File: config.mk
export PLATFORM = sky130hd
export DESIGN_NAME = pio_reg_target_flat
export DESIGN_NICKNAME = d
export VERILOG_FILES = /design/src/rtl/pio_pkg.sv /design/src/rtl/pio_if.sv /design/src/rtl/pio_rd_pipe.sv /design/src/rtl/pio_reg_target.sv /design/src/flat_wrapper.sv
export SDC_FILE = /design/constraint.sdc
export NUM_CORES = 1
export LEC_CHECK = 0
export ABC_AREA = 1
export CELL_PAD_IN_SITES_DETAIL_PLACEMENT = 0
export CELL_PAD_IN_SITES_GLOBAL_PLACEMENT = 2
export CORE_MARGIN = 4
export CORE_UTILIZATION = 32
export CTS_CLUSTER_DIAMETER = 60
export DETAILED_ROUTE_END_ITERATION = 10
export GPL_ROUTABILITY_DRIVEN = 0
export PLACE_DENSITY = 0.91
export SYNTH_ARGS = -nofsm -noshare
export SYNTH_HDL_FRONTEND = slang
export SYNTH_SLANG_ARGS = --single-unit
File: constraint.sdc
create_clock -name i_clk -period 13.3 [get_ports i_clk]
set_input_delay 2.66 -clock i_clk [delete_from_list [all_inputs] [get_ports i_clk]]
set_output_delay 2.66 -clock i_clk [all_outputs]
set_load 0.01 [all_outputs]
File: src/rtl/pio_pkg.sv
// Shared types and constants for the PIO register-target slice.
package pio_pkg;

    localparam int unsigned PIO_ADDR_W = 16;
    localparam int unsigned PIO_DATA_W = 32;
    localparam int unsigned ERR_CNT_W  = 16;

    // Offsets of the special registers, relative to the number of CTRL registers.
    localparam int unsigned STATUS_REL  = 0;
    localparam int unsigned ERR_CNT_REL = 1;

    typedef struct packed {
        logic                  vld;
        logic                  rw;
        logic [PIO_ADDR_W-1:0] addr;
        logic [PIO_DATA_W-1:0] data_w;
    } pio_cmd_t;

    function automatic logic [PIO_ADDR_W-1:0] status_ofs(input int unsigned num_regs);
        return PIO_ADDR_W'(num_regs + STATUS_REL);
    endfunction

    function automatic logic [PIO_ADDR_W-1:0] err_cnt_ofs(input int unsigned num_regs);
        return PIO_ADDR_W'(num_regs + ERR_CNT_REL);
    endfunction

endpackage

File: src/rtl/pio_if.sv
// PIO bus segment: command from initiator, read response from target.
interface pio_if;
    import pio_pkg::*;

    logic                  cmd_vld;
    logic                  rw;
    logic [PIO_ADDR_W-1:0] addr;
    logic [PIO_DATA_W-1:0] data_w;
    logic [PIO_DATA_W-1:0] data_r;
    logic                  rd_vld;

    modport master (
        output cmd_vld, rw, addr, data_w,
        input  data_r, rd_vld
    );

    modport slave (
        input  cmd_vld, rw, addr, data_w,
        output data_r, rd_vld
    );

endinterface

File: src/rtl/pio_rd_pipe.sv
// Fixed-latency valid/data delay line for read responses, with synchronous flush.
module pio_rd_pipe
    import pio_pkg::*;
#(
    parameter int unsigned RD_LATENCY = 2
) (
    input  logic                  i_clk,
    input  logic                  i_flush,
    input  logic                  i_vld,
    input  logic [PIO_DATA_W-1:0] i_data,
    output logic                  o_vld,
    output logic [PIO_DATA_W-1:0] o_data
);

    logic [RD_LATENCY-1:0] r_vld;
    logic [PIO_DATA_W-1:0] r_data [RD_LATENCY];

    always_ff @(posedge i_clk) begin
        if (i_flush) begin
            r_vld <= '0;
            for (int i = 0; i < int'(RD_LATENCY); i++) begin
                r_data[i] <= '0;
            end
        end else begin
            r_vld[0]  <= i_vld;
            // Data is zeroed when not valid so the output never shows stale values.
            r_data[0] <= i_vld ? i_data : '0;
            for (int i = 1; i < int'(RD_LATENCY); i++) begin
                r_vld[i]  <= r_vld[i-1];
                r_data[i] <= r_data[i-1];
            end
        end
    end

    assign o_vld  = r_vld[RD_LATENCY-1];
    assign o_data = r_data[RD_LATENCY-1];

endmodule

File: src/rtl/pio_reg_target.sv
// PIO register-bank target: CTRL registers, read-only STATUS and a saturating
// error counter, with fixed-latency pipelined read responses.
module pio_reg_target
    import pio_pkg::*;
#(
    parameter logic [PIO_ADDR_W-1:0] BASE_ADDR  = 16'h0100,
    parameter int unsigned           NUM_REGS   = 8,
    parameter int unsigned           RD_LATENCY = 2
) (
    input  logic                           i_clk,
    input  logic                           i_reset,
    pio_if.slave                           io_pio,
    input  logic [PIO_DATA_W-1:0]          i_status_in,
    output logic [NUM_REGS*PIO_DATA_W-1:0] o_regs_out
);

    pio_cmd_t              w_cmd;
    logic [PIO_ADDR_W-1:0] w_offset;
    logic                  w_hit;
    logic                  w_wr;
    logic                  w_rd;
    logic [PIO_DATA_W-1:0] w_rd_data;

    logic [PIO_DATA_W-1:0] r_ctrl [NUM_REGS];
    logic [ERR_CNT_W-1:0]  r_err_cnt;

    assign w_cmd = '{vld: io_pio.cmd_vld, rw: io_pio.rw, addr: io_pio.addr,
                     data_w: io_pio.data_w};

    // Addresses below BASE_ADDR wrap to large offsets and fall outside the window.
    assign w_offset = w_cmd.addr - BASE_ADDR;
    assign w_hit    = w_cmd.vld && i_reset && (w_offset <= err_cnt_ofs(NUM_REGS));
    assign w_wr     = w_hit && w_cmd.rw;
    assign w_rd     = w_hit && !w_cmd.rw;

    always_ff @(posedge i_clk) begin
        if (!i_reset) begin
            for (int i = 0; i < int'(NUM_REGS); i++) begin
                r_ctrl[i] <= '0;
            end
            r_err_cnt <= '0;
        end else begin
            for (int i = 0; i < int'(NUM_REGS); i++) begin
                if (w_wr && (w_offset == PIO_ADDR_W'(i))) begin
                    r_ctrl[i] <= w_cmd.data_w;
                end
            end
            if (w_wr && (w_offset == err_cnt_ofs(NUM_REGS))) begin
                r_err_cnt <= '0;
            end else if (w_wr && (w_offset == status_ofs(NUM_REGS)) && (r_err_cnt != '1)) begin
                r_err_cnt <= r_err_cnt + ERR_CNT_W'(1);
            end
        end
    end

    always_comb begin
        w_rd_data = '0;
        for (int i = 0; i < int'(NUM_REGS); i++) begin
            if (w_offset == PIO_ADDR_W'(i)) begin
                w_rd_data = r_ctrl[i];
            end
        end
        if (w_offset == status_ofs(NUM_REGS)) begin
            w_rd_data = i_status_in;
        end
        if (w_offset == err_cnt_ofs(NUM_REGS)) begin
            w_rd_data = {{(PIO_DATA_W-ERR_CNT_W){1'b0}}, r_err_cnt};
        end
    end

    pio_rd_pipe #(
        .RD_LATENCY (RD_LATENCY)
    ) u_rd_pipe (
        .i_clk   (i_clk),
        .i_flush (!i_reset),
        .i_vld   (w_rd),
        .i_data  (w_rd_data),
        .o_vld   (io_pio.rd_vld),
        .o_data  (io_pio.data_r)
    );

    for (genvar g = 0; g < int'(NUM_REGS); g++) begin : g_regs_out
        assign o_regs_out[g*PIO_DATA_W +: PIO_DATA_W] = r_ctrl[g];
    end

endmodule

File: src/flat_wrapper.sv
// flat-port wrapper written by rule: the top's interface ports become plain ports
module pio_reg_target_flat import pio_pkg::*;
#(
    parameter logic [PIO_ADDR_W-1:0] BASE_ADDR  = 16'h0100,
    parameter int unsigned           NUM_REGS   = 8,
    parameter int unsigned           RD_LATENCY = 2
)
  (i_clk, i_reset, i_status_in, o_regs_out, io_pio_cmd_vld, io_pio_rw, io_pio_addr, io_pio_data_w, io_pio_data_r, io_pio_rd_vld);
  pio_if io_pio_i ();
  input  logic i_clk;
  input  logic i_reset;
  input  logic [PIO_DATA_W-1:0] i_status_in;
  output logic [NUM_REGS*PIO_DATA_W-1:0] o_regs_out;
  input wire logic [$bits(io_pio_i.cmd_vld)-1:0] io_pio_cmd_vld;
  input wire logic [$bits(io_pio_i.rw)-1:0] io_pio_rw;
  input wire logic [$bits(io_pio_i.addr)-1:0] io_pio_addr;
  input wire logic [$bits(io_pio_i.data_w)-1:0] io_pio_data_w;
  output wire logic [$bits(io_pio_i.data_r)-1:0] io_pio_data_r;
  output wire logic [$bits(io_pio_i.rd_vld)-1:0] io_pio_rd_vld;
  assign io_pio_i.cmd_vld = io_pio_cmd_vld;
  assign io_pio_i.rw = io_pio_rw;
  assign io_pio_i.addr = io_pio_addr;
  assign io_pio_i.data_w = io_pio_data_w;
  assign io_pio_data_r = io_pio_i.data_r;
  assign io_pio_rd_vld = io_pio_i.rd_vld;
  pio_reg_target #(.BASE_ADDR(BASE_ADDR), .NUM_REGS(NUM_REGS), .RD_LATENCY(RD_LATENCY)) u_core (.i_clk(i_clk), .i_reset(i_reset), .io_pio(io_pio_i), .i_status_in(i_status_in), .o_regs_out(o_regs_out));
endmodule
==> flow_summary.yaml <==
clocking:
  cts_sinks: 338
  post_cts_resized: 0
  hold_buffers: 0
  postCtsSetupRepairBufs: 0
  root_buffer: "clkbuf_16"
  insertion_delay_ns: 0.57
  cts_max_level: 2
  clkTransAtPathRegs_ns: 0.06
  numCtsBuffers: 39
  cts_tree: "yes"
  clockBufferDepth: 3
synthesis:
  yosysUniqueCellTypes: 40
  synth_most_common_cell: "nand2_1"
  syn-num-nets: 1771
  synthTopCellsByCount: "401 x nand2_1, 353 x nor2_1, 256 x edfxtp_1, 138 x inv_1, 119 x a21oi_1"
  synth-seq-cells: 338
  synth_top_area_share_pct: 50.5
  synth_edf_count: 256
  synth_ff_type: "edfxtp_1"
  syn-cell-area_um2: 15200
  async_flop_share_pct: 0
  yosys.area.top_type: "edfxtp_1"
  ys.warnings.count: 0
  yosysSeqAreaShare_pct: 61.3
  avgSynthCellArea_um2: 9.02
  ys_top_cells_by_area: "edfxtp_1 51%, dfxtp_1 11%, nand2_1 9.9%, nor2_1 8.7%, a21oi_1 3.9%"
  synthCells: 1686
critical_path:
  cp.required_ns: 13.55
  worstPathArrival_ns: 7.16
  start_kind: "input port"
  end_kind: "register"
  crit_chain: "clkdlybuf4s50_1 -> inv_1 -> nor2_1 -> nand2_2 -> nor2_8 -> nand4_4 -> nor2_8 -> nand2_1 -> nand2_1 -> buf_4"
  worstSetupPathType: "in2reg"
  slowest_stage: "nand2_1"
  worst_path_largest_cell_delay_ns: 0.79
  critical_path_peak_fanout: 52
global_route:
  grt_pass1_wl_um: 78900
  gr-usage-met2_pct: 32.4
  use_met3_pct: 5.73
  grt-ovfl-total: 0
  grt_max_degree: 66
  grt_busiest_layer: "met2"
  met1_usage_pct: 27.4
  grtUsageTotal_pct: 20.7
  grt_pass1_vias: 12400
  antenna_found_initial: 2
sta:
  slew_viol_final: 0
  max_freq_ghz: 0.145
  hold_ws_ns: 0.411
  worstMarginPinSlew_ns: 1.13
  setup_ws_ns: 6.39
  fin_crit_ns: 6.91
  finalSetupViolations: 0
  fin_setup_tns_ns: 0
  period_share_pct: 51.9
  slew_headroom_pct: 24.7
  rsz0062_at_grt: "false"
  finalHoldViolCount: 0
  finClkSkew_ns: 0.0225
routing:
  wl_um: 54700
  vias: 12600
  dr.pass1.iters: 5
  drtIter0Drc: 954
  ant_nets: 0
  drc: 0
  wire_per_inst_um: 20.8
  via_per_inst: 4.78
finish:
  nNetsFinal: 2081
  drive_gt1_share_pct: 5.63
  fillers: 4556
  syn_to_final_growth_pct: 34.6
  final_cells: 2633
  fin_util_pct: 43.8
  antenna_cells: 0
floorplanning:
  die_w_um: 226
  rows: 79
  core_area_um2: 46800
  io_pins: 373
  dieHeight_um: 226
  die_area_um2: 51100
  start_util_pct: 32.5
pwr:
  cellLeakagePower_nw: 8.17
  power.density_nw_per_um2: 123
  peakVddDrop_mv: 0.0743
place:
  detailed_place_hpwl_um: 40800
  numPortBuffers: 372
  place_ws_ns: 5.83
  dp_cells: 2562
job:
  cap_violations: 0
outcome:
  status: "finished clean"
worst_hold_path:
  worstHoldPathType: "reg2reg"
[metrics by stage]
| stage | cell area [µm²] | total power [mW] |
|---|---|---|
| 6_report | 20500 | 2.52 |
| 5_1_grt | 20500 | 2.60 |
| 4_1_cts | 20500 | 2.54 |
| 3_5_place_dp | 19200 | 1.45 |
| 3_3_place_gp | 19200 | 1.45 |
| 2_1_floorplan | 15200 | 1.28 |
[per-layer routing]
metal  vias to the layer above  part of all wire, %
met4                         4                  3.7
met2                       494                   45
met3                       109                  8.7
li1                       6059                    -
met5                         -                0.029
met1                      5909                   42
[state kept, by name (all words and copies together) (netlist names)]
name                     count
u_core.r_ctrl              256
u_core.u_rd_pipe.r_data     64
u_core.u_rd_pipe.r_vld       2
u_core.r_err_cnt            16
[cell type report]
cell class	count	area, µm²	share of cell area (%)
multi-input combinational	1085	4710	23.0
tap	607	759	3.71
clock buffer	45	998	4.88
timing repair buffer	391	3860	18.9
sequential	338	9330	45.6
clock inverter	26	290	1.42
inverter	141	529	2.58
[cell usage in the layout (no fill, tap or decap), types with 18 or more instances in the layout]
master	n
nor3_1	25
clkbuf_16	39
o21ai_1	28
dfxtp_1	82
nor2_1	351
nand3_1	43
a21oi_1	119
clkdlybuf4s50_1	371
o21ai_0	40
edfxtp_1	256
nand4_1	18
buf_4	19
nand2_1	401
inv_1	137
[kinds of logic after synthesis]
logic type | synth area share [%]
buffers and inverters | 7.86
xor gates and xnor gates | 0.288
and+or+nand+nor | 23.9
adders and majority gates | 0.0822
AOI/OAI and AO/OA | 6.51
DFF | 61.3
[final timing paths]
kind | start | to | slack (ns) | cells after the start
max | io_pio_addr[8] | u_core.r_ctrl[1][28]$_SDFFCE_PN0P_ | 6.39 | 10
min | u_core.u_rd_pipe.r_data[0][30]$_SDFF_PP0_ | u_core.u_rd_pipe.r_data[0][62]$_SDFF_PN0_ | 0.41 | 2
max reg2reg | u_core.r_err_cnt[0]$_SDFFE_PP0P_ | u_core.r_err_cnt[5]$_SDFFE_PP0P_ | 11.05 | 9
min reg2reg | u_core.u_rd_pipe.r_data[0][30]$_SDFF_PP0_ | u_core.u_rd_pipe.r_data[0][62]$_SDFF_PN0_ | 0.41 | 2
[report_power, final]
part / internal, mW / total (mW) / leakage, nW / switching, mW
combinational: 0.101 / 0.206 / 4.45 / 0.105
clock: 0.643 / 1.09 / 0.617 / 0.451
sequential: 1.18 / 1.22 / 3.10 / 0.0364
[critical path, delay by kind of cell]
kind | cells | cell delay [ns]
buf+inv | 3 | 0.89
simple gates | 7 | 3.55
No activity file was read; power rests on OpenSTA's default activity.
